`config.mk`:
```
export PLATFORM = sky130hd
export DESIGN_NAME = pulse_monitor
export DESIGN_NICKNAME = d
export VERILOG_FILES = /design/src/rtl/pulse_monitor.sv
export SDC_FILE = /design/constraint.sdc
export NUM_CORES = 1
export LEC_CHECK = 0
export BUFFER_PORTS_ARGS = -buffer_cell sky130_fd_sc_hd__buf_2
export CAP_MARGIN = 20
export CORE_MARGIN = 2
export CORE_UTILIZATION = 50
export DETAILED_ROUTE_END_ITERATION = 10
export PLACE_DENSITY = 0.72
export SETUP_SLACK_MARGIN = 0.02
export SYNTH_ARGS = -nofsm -noshare
export SYNTH_HDL_FRONTEND = slang
export SYNTH_SLANG_ARGS = --single-unit
```
`constraint.sdc`:
```
create_clock -name clock -period 2.39 [get_ports clock]
set_input_delay 0.478 -clock clock [delete_from_list [all_inputs] [get_ports clock]]
set_output_delay 0.478 -clock clock [all_outputs]
set_load 0.02 [all_outputs]
```
`src/rtl/pulse_monitor.sv`:
```
// Period checker for the timer's periodic pulse: measures edge-to-edge gaps, locks, flags errors.
// Define PULSE_MONITOR_TOL_EN to accept periods within +/-TOL of EXP_PERIOD.
module pulse_monitor #(
  parameter int EXP_PERIOD = 12,
  parameter int LOCK_CNT   = 3,
  parameter int TOL        = 1,
  parameter int CNT_W      = 8
) (
  input  logic             clock,
  input  logic             reset_n,
  input  logic             pulse,
  output logic [CNT_W-1:0] period,
  output logic             period_valid,
  output logic             locked,
  output logic             err_short,
  output logic             err_long,
  output logic [7:0]       err_count
);

`ifdef PULSE_MONITOR_TOL_EN
  localparam int TOL_E = TOL;
`else
  // TOL stays in the parameter list so both builds share one interface
  localparam int TOL_E = TOL * 0;
`endif

  localparam logic [CNT_W-1:0] EXP_LO = CNT_W'(EXP_PERIOD - TOL_E);
  localparam logic [CNT_W-1:0] EXP_HI = CNT_W'(EXP_PERIOD + TOL_E);
  localparam int               GW     = $clog2(LOCK_CNT + 1);
  localparam logic [GW-1:0]    GMAX   = GW'(LOCK_CNT);

  localparam logic [1:0] IDLE = 2'd0;
  localparam logic [1:0] ACQ  = 2'd1;
  localparam logic [1:0] LOCK = 2'd2;

  logic             pulse_q;
  logic [CNT_W-1:0] gap;
  logic [GW-1:0]    good_cnt;
  logic [GW-1:0]    good_d;
  logic [GW-1:0]    good_inc;
  logic [1:0]       state;
  logic [1:0]       state_d;
  logic             edge_det;
  logic             pv_d;
  logic             short_d;
  logic             long_d;

  assign edge_det = pulse & ~pulse_q;
  assign good_inc = (good_cnt == GMAX) ? good_cnt : good_cnt + 1'b1;

  always_comb begin
    state_d = state;
    good_d  = good_cnt;
    pv_d    = 1'b0;
    short_d = 1'b0;
    long_d  = 1'b0;
    if (state != ACQ && state != LOCK) begin
      // no reference edge yet: the first edge only arms the gap counter
      state_d = edge_det ? ACQ : IDLE;
      good_d  = '0;
    end else begin
      unique case (1'b1)
        edge_det && gap < EXP_LO: begin
          pv_d    = 1'b1;
          short_d = 1'b1;
          good_d  = '0;
          state_d = ACQ;
        end
        edge_det && gap >= EXP_LO: begin
          pv_d   = 1'b1;
          good_d = good_inc;
          if (good_inc == GMAX) state_d = LOCK;
        end
        !edge_det && gap == EXP_HI: begin
          long_d  = 1'b1;
          good_d  = '0;
          state_d = IDLE;
        end
        default: ;
      endcase
    end
  end

  always_ff @(posedge clock) begin
    if (!reset_n) begin
      pulse_q      <= 1'b0;
      gap          <= '0;
      good_cnt     <= '0;
      state        <= IDLE;
      period       <= '0;
      period_valid <= 1'b0;
      locked       <= 1'b0;
      err_short    <= 1'b0;
      err_long     <= 1'b0;
      err_count    <= '0;
    end else begin
      pulse_q      <= pulse;
      state        <= state_d;
      good_cnt     <= good_d;
      period_valid <= pv_d;
      err_short    <= short_d;
      err_long     <= long_d;
      locked       <= (state_d == LOCK);
      if (edge_det)
        gap <= CNT_W'(1);
      else if (~&gap)
        gap <= gap + 1'b1;
      if (pv_d)
        period <= gap;
      if ((short_d || long_d) && err_count != 8'hFF)
        err_count <= err_count + 1'b1;
    end
  end

endmodule
```
Word level (Yosys, flattened, before mapping)
Index checks and enable logic that the tools add are counted.
W data, S select, Z words.
{"block": "op_classes", "bitwise_logic": 3, "n_mux": 14, "eq_ne": 8, "n_reduce_logical": 13, "add_sub_neg": 3, "n_lt_le_gt_ge": 2}
{"op": "$add A8 B1 Y8 const B", "count": 2}
{"op": "$mux W1", "count": 9}
{"op": "$eq A8 B4 Y1 const B", "count": 1}
{"op": "$ge A8 B4 Y1 const B", "count": 1}
{"op": "$lt A8 B4 Y1 const B", "count": 1}
{"op": "$ne A8 B8 Y1 const B", "count": 1}
{"op": "$reduce_and A8 Y1", "count": 1}
{"op": "$reduce_or A2 Y1", "count": 4}
{"op": "$eq A2 B2 Y1 const B", "count": 3}
{"op": "$mux W2", "count": 3}
{"op": "$pmux W2 S3", "count": 1}
{"op": "$logic_and A1 B1 Y1", "count": 5}
{"op": "$ne A2 B2 Y1 const B", "count": 2}
{"op": "$pmux W2 S2", "count": 1}
{"op": "$add A2 B1 Y2 const B", "count": 1}
{"op": "$ne A2 B1 Y1 const B", "count": 1}
{"op": "$not A1 Y1", "count": 2}
{"op": "$reduce_bool A2 Y1", "count": 1}
{"op": "$and A1 B1 Y1", "count": 1}
{"op": "$logic_not A1 Y1", "count": 1}
{"op": "$logic_or A1 B1 Y1", "count": 1}
{"block": "totals", "out_inout_bits": 20, "word_cells": 54, "reg_bits": 33, "in_bits": 3}

Depth between registers and ports, before layout
{"block": "logic_depth", "depth_word": 8, "mapped_depth": 7, "ltp_nobuf": 6}

Worst setup path after synthesis
OpenSTA, ideal clock, no wires.
{"block": "synth_timing", "kind": "register to register", "startpoint": "register gap[4]", "endpoint": "register err_count[5]", "path_stages_with_launch": 7, "period_less_slack_ns": 1.951, "required_ns": 2.318, "t_arrival_ns": 1.879, "path_buffers": 2, "path_slack_ns": 0.439, "setup_time_ns": 0.072, "path_cell_list": "dfxtp_1 buf_6 or4_4 a211o_1 buf_2 nor4b_2 mux2i_1"}
{"block": "synth_between", "elab_chain_len": 6, "word_cells_on_any_way": 10, "cone_classes": "order compare (1); eq/ne (1); mux (4); reduce/logical (4)"}
{"element": "start: declaration", "line": "37", "source": "logic [CNT_W-1:0] gap;"}
{"element": "start signal: assignment", "line": "107", "source": "gap <= gap + 1'b1;"}
{"element": "$lt A8 B4 Y1 or $eq A8 B4 Y1 (tied branches)", "line": "63, 74"}
{"element": "$logic_and A1 B1 Y1, on equally long branches", "line": "63, 74"}
{"element": "$mux W1", "line": "62", "source": "unique case (1'b1)"}
{"element": "$mux W1", "line": "57", "source": "if (state != ACQ && state != LOCK) begin"}
{"element": "$logic_or A1 B1 Y1 *", "line": "110", "source": "if ((short_d || long_d) && err_count != 8'hFF)"}
{"element": "$logic_and A1 B1 Y1 *", "line": "110"}
{"element": "end signal: assignment", "line": "111", "source": "err_count <= err_count + 1'b1;"}
{"element": "end: declaration", "line": "17", "source": "output logic [7:0] err_count"}
Every way passes the cells marked *; elsewhere a longest branch is shown, timed or not.
A chain may end at the register's enable or synchronous reset.

Worst setup path after layout
{"block": "layout_timing", "startpoint": "register gap[4]", "endpoint": "register err_count[3]"}
Same word-level chain as after synthesis.

==> qor.yml <==
synth_top_area_frac: 0.452
yosys-top-cells-count: "33 x dfxtp_1, 20 x nor2_1, 12 x mux2i_1"
grt_pass1_wl_um: 4860
synthFlopType: "dfxtp_1"
grt_antenna_before_repair: 0
io_buffers: 22
cp_num_buf_inv: 0
worstReg2RegStart: "gap[4]$_SDFFE_PP0N_"
ir_drop_mv: 0.523
wl_um: 2790
finalCritPeriodShare: 0.934
pin_count: 23
drive_above_1_share: 0.183
setup_viol: 0
finClkSkew_ns: 0.0118
core_area_um2: 2760
vias: 1210
fp.dieH_um: 58.0
drv_cap: 0
clk_pin_slew_ns: 0.11
ys_seq_elements: 33
clock_power_share: 0.413
fin_worst_hold_slack_ns: 0.366
syn_avg_cell_area_um2: 9.01
max_freq_mhz: 448
die_area_um2: 3370
p_comb_frac: 0.058
critPathArrivalTime_ns: 2.49
final_util: 0.605
fp-row-count: 19
endpoint_kind: "flop"
slew_violations: 0
cts_buffers: 5
min_from: "pulse"
crit_family: "simple AND/OR/NAND/NOR gates"
layout.nets: 191
synth_edf_count: 0
post_cts_resized: 0
gr-total-overflow: 0
report.power.total_mw: 1.07
wl_per_cell_um: 12.9
run_status: "completed"
route.detailed.drc: 0
synth_nets: 168
post_cts_buffers: 0
min_period_ns: 2.23
area_delta_synth_final_pct: 14.3
cts_tree: "done"
fillCellCount: 238
ctsHtreeMaxLevel: 2
seq_area_um2: 661
seq_area_frac_synth: 0.452
dr.pass1.iters: 4
synthTopCellsByArea: "dfxtp_1 45%, mux2i_1 8.2%, nor2_1 5.1%, a21oi_1 3.4%, nand2_1 2.8%"
crit_start: "gap[4]$_SDFFE_PP0N_"
drt_iter0_markers: 46
syn_inst: 162
hold_class: "in -> reg"
worstSkewPairLatency_ns: 0.34
crit_path_max_fanout: 14
netlist_area_um2: 1460
max_stage_delay_ns: 0.60
p_leak_nw: 0.666
cts.sinks: 33
gp_congestion: 0.798
yosysMostFrequentCell: "dfxtp_1"
via_per_inst: 5.58
max_slew_margin: 0.561
cp_data_required_time_ns: 2.65
hold_viol: 0
grt_start_max_net_pins: 15
finalSetupTns_ns: 0
grt_pass1_vias: 1078
dp_hpwl_um: 1980
place_inst: 209
ys_warn_count: 0
path_class: "reg -> reg"
track_usage: 0.190
n_antenna_cell: 0
p_seq_frac: 0.529
synth_top_area_cell: "dfxtp_1"
clockBufferDepth: 2
p_per_area_nw_per_um2: 640
async_reset_ff_frac: 0
initial_core_util: 0.529
crit_slowest_cell: "or4_4"
critPathLaunchType: "flop"
cp_cell_sequence: "or4_4, a211o_1, or4_1, a21oi_1"
cts-root-buf: "clkbuf_4"
p_int_uw: 829
final_cells: 217
die_x_um: 58.0
rsz0062_at_grt: "no"
ctsHoldBuffers: 0
multi_input_area_um2: 733
switching_power_uw: 240
drtAntennaViolNets: 0
yosysUniqueCellTypes: 40
worst_slew_pin_slew_ns: 0.654
swShare: 0.224
## layer usage
| layer | part of all wire | track usage | wire length, um | vias up |
|---|---|---|---|---|
| met5 | 0 | 0 | 0 | - |
| met4 | 0.016 | 0.0698 | 44 | 0 |
| met3 | 0.055 | 0.0759 | 154 | 6 |
| met2 | 0.43 | 0.273 | 1200 | 31 |
| met1 | 0.50 | 0.259 | 1390 | 548 |
| li1 | - | - | - | 625 |
## path summary, 6_finish.rpt
check / to / slack (ns) / cells past startpoint
worst max register to register: err_count[3]$_SDFFE_PN0P_ / 0.16 / 4
worst min register to register: err_count[5]$_SDFFE_PN0P_ / 0.50 / 2
worst max-delay path: err_count[3]$_SDFFE_PN0P_ / 0.16 / 4
worst min-delay path: pulse_q$_SDFF_PN0_ / 0.37 / 2
## cells in the final DEF, fill, tap and decap left out, drive strengths merged, types with 2 or more instances in the layout
master  instances
dfxtp          33
nand2b          4
a31oi           2
buf            24
and2            2
nor3            5
nor4            2
o21a            3
xnor2           2
o211ai          3
nand2          11
clkbuf          7
o21ai           5
nor2           20
nor4b           2
nand4           3
inv             7
o31ai           2
or4             3
nand3           6
ha              3
a21oi          10
or3             2
xor2            3
mux2i          12
## state kept, by name, indices dropped and copies added, names as in the netlist, 2 cells and up
name and cells:
good_cnt 2, gap 8, err_count 8, period 8, state 2
## final cells by class
type                            instances  area share
Multi-Input combinational cell        114       0.439
Tap cell                               31      0.0232
Inverter                                7      0.0157
Clock buffer                            7      0.0330
Sequential cell                        33       0.396
Timing Repair Buffer                   24      0.0750
Clock inverter                          1      0.0180
## stage by stage
step / setup slack (ns) / instance area, um2
CTS: 0.175 / 1670
floorplan: 0.439 / 1460
detailed placement: 0.210 / 1580
global route: 0.0437 / 1670
finish: 0.158 / 1670
global placement: 0.293 / 1580
## logic make-up (layout without fill, tap and decap cells)
kind of cell,after synthesis,in the layout,share of synthesized area
adders and majority gates,3,3,0.0257
DFF,33,33,0.452
muxes,12,12,0.0823
xor gates and xnor gates,5,5,0.0300
and+or+nand+nor,63,63,0.229
buffers and inverters,15,39,0.0454
AOI/OAI and AO/OA,31,31,0.135
## power groups by stage
stage / logic (mW) / registers [mW] / clock network, mW
floorplan: 0.0441 / 0.579 / 0
global placement: 0.0611 / 0.578 / 0
detailed placement: 0.0620 / 0.578 / 0
CTS: 0.0620 / 0.565 / 0.450
global route: 0.0693 / 0.567 / 0.474
finish: 0.0618 / 0.566 / 0.441
Note: power is estimated with default switching activity, not from simulation.
